==> src/rtl/i2c_pkg.sv <==
// Shared definitions for the I2C byte-level bit engine: command codes,
// FSM states and quarter-period indices.
package i2c_pkg;

  // Command encodings on the 2-bit cmd input
  localparam logic [1:0] CMD_START = 2'b00;
  localparam logic [1:0] CMD_STOP  = 2'b01;
  localparam logic [1:0] CMD_WRITE = 2'b10;
  localparam logic [1:0] CMD_READ  = 2'b11;

  // Top-level sequencing states
  typedef enum logic [1:0] {
    ST_IDLE  = 2'd0,
    ST_START = 2'd1,
    ST_STOP  = 2'd2,
    ST_BIT   = 2'd3
  } state_t;

  // Quarter indices within one SCL period
  localparam logic [1:0] Q0 = 2'd0;
  localparam logic [1:0] Q1 = 2'd1;
  localparam logic [1:0] Q2 = 2'd2;
  localparam logic [1:0] Q3 = 2'd3;

  // Index of the 9th (acknowledge) bit of a byte transfer
  localparam logic [3:0] LAST_BIT = 4'd8;

endpackage

==> src/rtl/i2c_quarter_tick.sv <==
// Quarter-period prescaler for the I2C bit engine. Counts CLK_DIV cycles per
// quarter and steps a 2-bit quarter index. While SCL is released by us but
// held low by a slave, the count freezes so stretching lengthens the quarter.
module i2c_quarter_tick
  import i2c_pkg::*;
#(
  parameter int CLK_DIV = 25
) (
  input  logic       clk_in,
  input  logic       rst,
  input  logic       run,
  input  logic       scl_oen,
  input  logic       scl_i,
  output logic       q_last,
  output logic       q_first,
  output logic [1:0] quarter
);

  localparam logic [7:0] CNT_MAX = 8'(CLK_DIV - 1);

  logic [7:0] cnt;
  logic       stretch;

  // A slave is stretching when we release SCL but the pin still reads low
  assign stretch = scl_oen & ~scl_i;

  // q_first/q_last are only asserted on cycles where the count advances,
  // so each fires exactly once per quarter even under stretching
  assign q_last  = run & ~stretch & (cnt == CNT_MAX);
  assign q_first = run & ~stretch & (cnt == 8'd0);

  // Prescaler and quarter index; both park at zero while idle
  always_ff @(posedge clk_in or posedge rst) begin
    if (rst) begin
      cnt     <= 8'd0;
      quarter <= Q0;
    end else if (!run) begin
      cnt     <= 8'd0;
      quarter <= Q0;
    end else if (!stretch) begin
      if (cnt == CNT_MAX) begin
        cnt     <= 8'd0;
        quarter <= quarter + 2'd1;
      end else begin
        cnt <= cnt + 8'd1;
      end
    end
  end

endmodule

==> src/rtl/i2c_bit_engine.sv <==
// Byte-level I2C master bus driver. Executes START/STOP/WRITE/READ commands
// one at a time, producing registered open-drain enables for SCL and SDA with
// quarter-period timing supplied by i2c_quarter_tick.
module i2c_bit_engine
  import i2c_pkg::*;
#(
  parameter int CLK_DIV = 25
) (
  input  logic       clk_in,
  input  logic       rst,
  input  logic       cmd_valid,
  output logic       cmd_ready,
  input  logic [1:0] cmd,
  input  logic       cmd_nack,
  input  logic [7:0] wr_data,
  output logic [7:0] rd_data,
  output logic       rd_valid,
  output logic       ack_rcvd,
  output logic       done,
  output logic       busy,
  output logic       scl_oen,
  output logic       sda_oen,
  input  logic       scl_i,
  input  logic       sda_i
);

  state_t     state;
  state_t     state_next;
  logic [3:0] bit_cnt;
  logic [7:0] shift_data;
  logic       is_read;
  logic       nack_bit;
  logic       ack_sample;
  logic       scl_next;
  logic       sda_next;
  logic       finish;
  logic       accept;
  logic       run;
  logic       last_bit;
  logic       bit_level;
  logic       q_last;
  logic       q_first;
  logic [1:0] quarter;

  assign cmd_ready = (state == ST_IDLE);
  assign busy      = ~cmd_ready;
  assign accept    = cmd_valid & cmd_ready;
  assign run       = (state != ST_IDLE);
  assign last_bit  = (bit_cnt == LAST_BIT);

  // SDA level for the current data bit: data MSB for WRITE, released for READ
  // data bits; in the 9th bit the slave acks a WRITE, we ack/nack a READ
  assign bit_level = last_bit ? (is_read ? nack_bit : 1'b1)
                              : (is_read ? 1'b1 : shift_data[7]);

  i2c_quarter_tick #(
    .CLK_DIV (CLK_DIV)
  ) u_tick (
    .clk_in  (clk_in),
    .rst     (rst),
    .run     (run),
    .scl_oen (scl_oen),
    .scl_i   (scl_i),
    .q_last  (q_last),
    .q_first (q_first),
    .quarter (quarter)
  );

  // FSM state register
  always_ff @(posedge clk_in or posedge rst) begin
    if (rst) begin
      state <= ST_IDLE;
    end else begin
      state <= state_next;
    end
  end

  // Next-state decode and per-quarter SCL/SDA levels; lines hold by default
  always_comb begin
    state_next = state;
    scl_next   = scl_oen;
    sda_next   = sda_oen;
    finish     = 1'b0;
    case (state)
      ST_IDLE: begin
        if (accept) begin
          case (cmd)
            CMD_START: state_next = ST_START;
            CMD_STOP:  state_next = ST_STOP;
            default:   state_next = ST_BIT;
          endcase
        end
      end
      ST_START: begin
        case (quarter)
          Q0: begin
            scl_next = 1'b1;
            sda_next = 1'b1;
          end
          Q2:      sda_next = 1'b0;
          Q3:      scl_next = 1'b0;
          default: ;
        endcase
        if (q_last && quarter == Q3) begin
          state_next = ST_IDLE;
          finish     = 1'b1;
        end
      end
      ST_STOP: begin
        case (quarter)
          Q0: begin
            scl_next = 1'b0;
            sda_next = 1'b0;
          end
          Q1:      scl_next = 1'b1;
          Q2:      sda_next = 1'b1;
          default: ;
        endcase
        if (q_last && quarter == Q3) begin
          state_next = ST_IDLE;
          finish     = 1'b1;
        end
      end
      ST_BIT: begin
        case (quarter)
          Q0: begin
            scl_next = 1'b0;
            sda_next = bit_level;
          end
          Q1:      scl_next = 1'b1;
          Q3:      scl_next = 1'b0;
          default: ;
        endcase
        if (q_last && quarter == Q3 && last_bit) begin
          state_next = ST_IDLE;
          finish     = 1'b1;
        end
      end
      default: state_next = ST_IDLE;
    endcase
  end

  // Registered open-drain enables; both lines released out of reset
  always_ff @(posedge clk_in or posedge rst) begin
    if (rst) begin
      scl_oen <= 1'b1;
      sda_oen <= 1'b1;
    end else begin
      scl_oen <= scl_next;
      sda_oen <= sda_next;
    end
  end

  // Command capture, bit counting and the shared write/read shift register
  always_ff @(posedge clk_in or posedge rst) begin
    if (rst) begin
      bit_cnt    <= 4'd0;
      shift_data <= 8'd0;
      is_read    <= 1'b0;
      nack_bit   <= 1'b0;
      ack_sample <= 1'b0;
    end else if (accept) begin
      bit_cnt    <= 4'd0;
      shift_data <= wr_data;
      is_read    <= (cmd == CMD_READ);
      nack_bit   <= cmd_nack;
    end else if (state == ST_BIT) begin
      // Sample once, on the first counted cycle of Q2 while SCL is high
      if (q_first && quarter == Q2) begin
        if (last_bit) begin
          ack_sample <= sda_i;
        end else begin
          shift_data <= {shift_data[6:0], sda_i};
        end
      end
      if (q_last && quarter == Q3) begin
        bit_cnt <= last_bit ? 4'd0 : bit_cnt + 4'd1;
      end
    end
  end

  // Completion strobes and result registers
  always_ff @(posedge clk_in or posedge rst) begin
    if (rst) begin
      done     <= 1'b0;
      rd_valid <= 1'b0;
      rd_data  <= 8'd0;
      ack_rcvd <= 1'b0;
    end else begin
      done     <= finish;
      rd_valid <= finish & is_read & (state == ST_BIT);
      if (finish && state == ST_BIT) begin
        if (is_read) begin
          rd_data <= shift_data;
        end else begin
          ack_rcvd <= ack_sample;
        end
      end
    end
  end

endmodule

==> config.mk <==
export PLATFORM = sky130hd
export DESIGN_NAME = i2c_bit_engine
export DESIGN_NICKNAME = d
export VERILOG_FILES = /design/src/rtl/i2c_pkg.sv /design/src/rtl/i2c_quarter_tick.sv /design/src/rtl/i2c_bit_engine.sv
export SDC_FILE = /design/constraint.sdc
export NUM_CORES = 1
export LEC_CHECK = 0
export CORE_ASPECT_RATIO = 1.25
export CORE_UTILIZATION = 58
export CTS_CLUSTER_SIZE = 28
export DETAILED_ROUTE_END_ITERATION = 8
export PLACE_DENSITY_LB_ADDON = 0.08
export SYNTH_ARGS = -nofsm -noshare
export SYNTH_HDL_FRONTEND = slang
export SYNTH_SLANG_ARGS = --single-unit
==> constraint.sdc <==
create_clock -name clk_in -period 5.8 [get_ports clk_in]
set_input_delay 0.87 -clock clk_in [delete_from_list [all_inputs] [get_ports clk_in]]
set_output_delay 0.87 -clock clk_in [all_outputs]
set_load 0.02 [all_outputs]
* Yosys cells after proc, flatten, opt, wreduce, memory -nomap -nowiden
Cells that the tools add are included.
** Word-level totals
- Register bits :: 40
- Bits of input ports :: 16
- Output and inout port bits :: 15
- Logic and storage cells :: 108
** Operators by class
- Add/subtract/negate cells :: 3
- Eq/ne operators :: 22
- Mux-type cells :: 33
- Bitwise operators :: 12
- Reductions and logical operators :: 24
** Operators with widths (count)
- 8-bit 2-to-1 mux :: 7
- 4-bit 2-to-1 mux :: 4
- 2-bit 2-to-1 mux :: 6
- 3-bit != test (second input constant) :: 4
- 1-bit one-hot mux with 2 select lines :: 6
- 4-bit AND reduction :: 3
- 2-bit == test (second input constant) :: 5
- 8-bit by 1-bit adder with 8-bit output (second input constant) :: 1
- 8-bit by 5-bit == test with 1-bit output (second input constant) :: 1
- 8-bit zero test :: 1
- 2-bit != test (second input constant) :: 4
- 2-bit AND reduction :: 4
- 2-bit nonzero test :: 4
- 1-bit AND :: 7
- 2-bit by 1-bit == test with 1-bit output (second input constant) :: 3
- 2-bit zero test :: 3
- 1-bit 2-to-1 mux :: 6
- 2-bit by 1-bit != test with 1-bit output (second input constant) :: 3
- 1-bit one-hot mux with 3 select lines :: 2
- 2-bit one-hot mux with 3 select lines :: 1
- 3-bit AND reduction :: 2
- 1-bit NOT :: 5
- 4-bit by 1-bit adder with 4-bit output (second input constant) :: 1
- 4-bit == test (second input constant) :: 1
- other kinds (6) :: 10

* Logic depth before layout (Yosys ltp)
- Word-level depth :: 11
- Mapped depth :: 8
- Mapped depth without buffers :: 6

* Modules after synthesis
A second synthesis with hierarchy kept.
** Unflattened totals
- Cell total of the unflattened synthesis :: 215
- Area total of the unflattened synthesis :: 2237.1 um^2
** By module, submodules not included
- i2c_bit_engine :: instances 1, cells each 149, area each 1614.0 um^2, seq. area each 753.2 um^2
- i2c_quarter_tick :: instances 1, cells each 66, area each 623.1 um^2, seq. area each 250.2 um^2

* Worst setup path before layout
Ideal clock, no wire load.
- Kind :: flip-flop to flip-flop
- Start point :: reg state[0]
- End point :: reg rd_data[4]
- Setup time :: 0.125 ns
- Data arrival time :: 2.692 ns
- Required time :: 5.675 ns
- Slack :: 2.984 ns
- Stages on the path, launching flop included :: 8
- Path buffers :: 1
- Period minus slack after synthesis :: 2.816 ns
- Path through :: dfrtp_1 -> inv_1 -> ha_1 -> buf_2 -> or4b_1 -> or4_4 -> nor4_4 -> mux2_2
** On the way
- Longest elaborated chain between the ends :: 9
- Elaborated cells on any way between the ends :: 14
- Those cells by class :: eq/ne: 3; mux: 3; bitwise: 2; reduce/logical: 6
** Ends and longest elaborated chain
- start, declared :: line i2c_bit_engine.sv:27 : state_t state;
- start signal, assigned :: line i2c_bit_engine.sv:74 : state <= state_next;
- 2-bit nonzero test :: line i2c_bit_engine.sv:48 : assign run = (state != ST_IDLE);
- 1-bit AND (2 in series) :: line i2c_quarter_tick.sv:29 : assign q_last = run & ~stretch & (cnt == CNT_MAX);
- 1-bit logical AND :: line i2c_bit_engine.sv:104, i2c_bit_engine.sv:119, i2c_bit_engine.sv:134
- 1-bit logical AND :: line i2c_bit_engine.sv:134 : if (q_last && quarter == Q3 && last_bit) begin
- 1-bit 2-to-1 mux :: line i2c_bit_engine.sv:134
- 1-bit one-hot mux with 2 select lines :: line i2c_bit_engine.sv:84 : case (state)
- 1-bit logical AND (*) :: line i2c_bit_engine.sv:192 : if (finish && state == ST_BIT) begin
- 2-bit AND reduction (no line) (*)
- end signal, assigned :: line i2c_bit_engine.sv:194 : rd_data <= shift_data;
- end, declared :: line i2c_bit_engine.sv:16 : output logic [7:0] rd_data,
Every way passes the cells marked *; elsewhere a longest branch is shown, timed or not.
A chain may end at the register's enable or synchronous reset.

* Final worst setup path
- Start point :: reg state[0]
- End point :: reg rd_data[7]
The elaborated chain is that of the path after synthesis.

==> metrics.txt <==
total of max-cap violations=0; Routed Antenna Nets=0; Syn Nets=around 250; CTS buffer count=5; Resized Gates After CTS=0; slowest stage delay, CP=0.64 ns; H-tree levels=2; Synth Area per Inst=9.88 sq um; first-pass GRT wire length=7.67 mm; Peak VDD IR=214 uV; clock skew=around 0.0056 ns; WP depth=6; CP max FO=17; asr flop ratio synth=100%; CTS clk-pin slew, worst paths=0.07 ns; power per standard cell area=344 nW/um^2; CP Cell Sequence=inv_1 > ha_1 > or4b_1 > or4_4 > nor4_4 > mux2_2; via count=1760; Reg2Reg Depth=6; area delta synth->final=19.1%; die area=between 4000 and 5000 sq um; cell count after synthesis=between 200 and 250; Final period util=52.9%; cell taking the most area after synthesis=dfrtp_1; initial antenna violation count=0; Clock Sinks=40; crit path max-delay cell type=or4b_1; Max Slew Vio Count=0; Ys Warns=0; Area after DPL=2540 sq um; top cells by count, synth=38 x dfrtp_1, 30 x nand2_1, 16 x nor2_1; Vias/cell=around 6.0; starting density of the core=about three fifths; PortBufs=30; violated checks=DRC; Worst slew margin=47.7%; grt ovf=0; Top delay family on crit path=simple AND/OR/NAND/NOR gates; Finish-stage setup viols=0; DR WL/cell=15.4 um; Post-CTS Setup Bufs=0; Detailed Routing Iterations Pass 1=6; register area share after synthesis=45.3%; status=finished with violations; Slew @ Worst Pin=0.778 ns; global placer's final weighted congestion=a little under 0.8; clock latency on the worst-skew pair=~0.28 ns; crit path DAT=3.24 ns; Layout Nets=282; most common cell in the synthesized netlist=dfrtp_1; cell leakage power=1.16 nW; endpoints failing hold=0; CTS tree=yes; DP Wirelength=3.28 mm; vias in the first global route=1695; RSZ-0062 raised after global routing=no; row count=24; Finished Cell Area=2640 sq um; n_diodes=0; DRT Wirelength=4.52 mm; CTS Buffer Depth=2; synth unique cells=50; # DRC=3; IO Count=31; Core Region=roughly 3600 sq um; critical path class=flip-flop to flip-flop; hold path depth=1; Yosys top cell area share=43.0%; synth top area cells=dfrtp_1 43%, ha_1 6.8%, nand2_1 5.1%; Die H=71.1 um; Peak Freq=0.326 GHz; final worst slack=2.73 ns; Top FF cell, synth=dfrtp_1; Placement Setup Slack=2.74 ns; Die X=57.3 um; GRT Resource Usage Total=24.8%; Worst EP required=5.97 ns; crit path launch type=flip-flop; Post-synth EDFFs=0; layout cells sized above 1=9.45%; Hold WC Path Type=flip-flop to flip-flop; Setup TNS=0 ns; hold_buf cts=0; Yosys reg bits=40; Mapped Area=2210 sq um; Bufs and invs on worst path=1; power consumption=0.906 mW; largest net degree at the start of global routing=41; Root Driver=clkbuf_8; post-route minimum period=3.07 ns; Setup crit end kind=flip-flop; initial DRC count=82; Final Util=73.7%
## worst paths after layout
check	end	from	slack (ns)
min reg2reg	rd_data[2]	rd_data[2]	0.48
max in group asynchronous	sda_oen	rst	4.44
min in group asynchronous	shift_data[5]	rst	1.00
min	rd_data[2]	rd_data[2]	0.48
max	rd_data[7]	state[0]	2.73
max reg2reg	rd_data[7]	state[0]	2.73
## layout by cell type, fill, tap and decap left out, types with 3 or more instances in the layout
cell	netlist	layout
nor3_1	6	6
dfrtp_1	38	38
inv_1	13	13
mux2_2	8	8
clkbuf_8	0	7
nor2_1	16	16
a221o_1	4	4
and4_1	3	3
or3_1	3	3
nand4_1	7	7
nand2_1	30	30
mux2_1	4	4
nor2b_1	3	3
o211ai_1	5	5
clkdlybuf4s50_1	0	30
nand3_1	8	8
ha_1	12	12
a21oi_1	7	7
o21ai_0	4	4
o31ai_1	4	4
nor4b_1	3	3
## report_power, final
part	switching [mW]	internal (mW)	total, mW
sequential	0.0443	0.334	0.378
combinational	0.194	0.140	0.334
clock	0.0880	0.106	0.194
total	0.326	0.580	0.906
## metal layers
metal	GRT usage, %	vias up	wire length, um
li1	-	864	-
met1	30.5	847	1990
met2	42.1	45	2330
met3	4.94	4	151
met4	10.6	0	48
met5	0	-	0
## registers in the layout, summed over array words and instances (netlist names), 2 cells and up
| register | cells |
|---|---|
| u_tick.quarter | 2 |
| rd_data | 8 |
| shift_data | 8 |
| bit_cnt | 4 |
| state | 2 |
| u_tick.cnt | 8 |
## per-stage QoR
| step | hold WS [ns] | std cells |
|---|---|---|
| 2_1_floorplan | 0.447 | 224 |
| 3_3_place_gp | 0.468 | 286 |
| 3_5_place_dp | 0.474 | 286 |
| 4_1_cts | 0.490 | 293 |
| 5_1_grt | 0.513 | 293 |
| 6_report | 0.483 | 293 |
## area by class of cell
| type | count | area (sq um) |
|---|---|---|
| repair buffers | 31 | 308 |
| well taps | 39 | 48.8 |
| fillers | 275 | 938 |
| inverters | 13 | 48.8 |
| multi-input cells | 163 | 1130 |
| flip-flops and latches | 40 | 1000 |
| clock buffers | 7 | 96.3 |
## cells by family (layout without fill, tap and decap cells)
| group | after synthesis | after routing | synth area share, % |
|---|---|---|---|
| compound gates | 36 | 36 | 11.6 |
| xor+xnor | 4 | 4 | 1.58 |
| fa+ha+maj | 12 | 12 | 6.78 |
| buf+inv | 21 | 51 | 3.62 |
| flops | 40 | 40 | 45.3 |
| mux | 14 | 14 | 7.01 |
| simple gates | 97 | 97 | 24.1 |
Power figures use the tool's default switching activity.
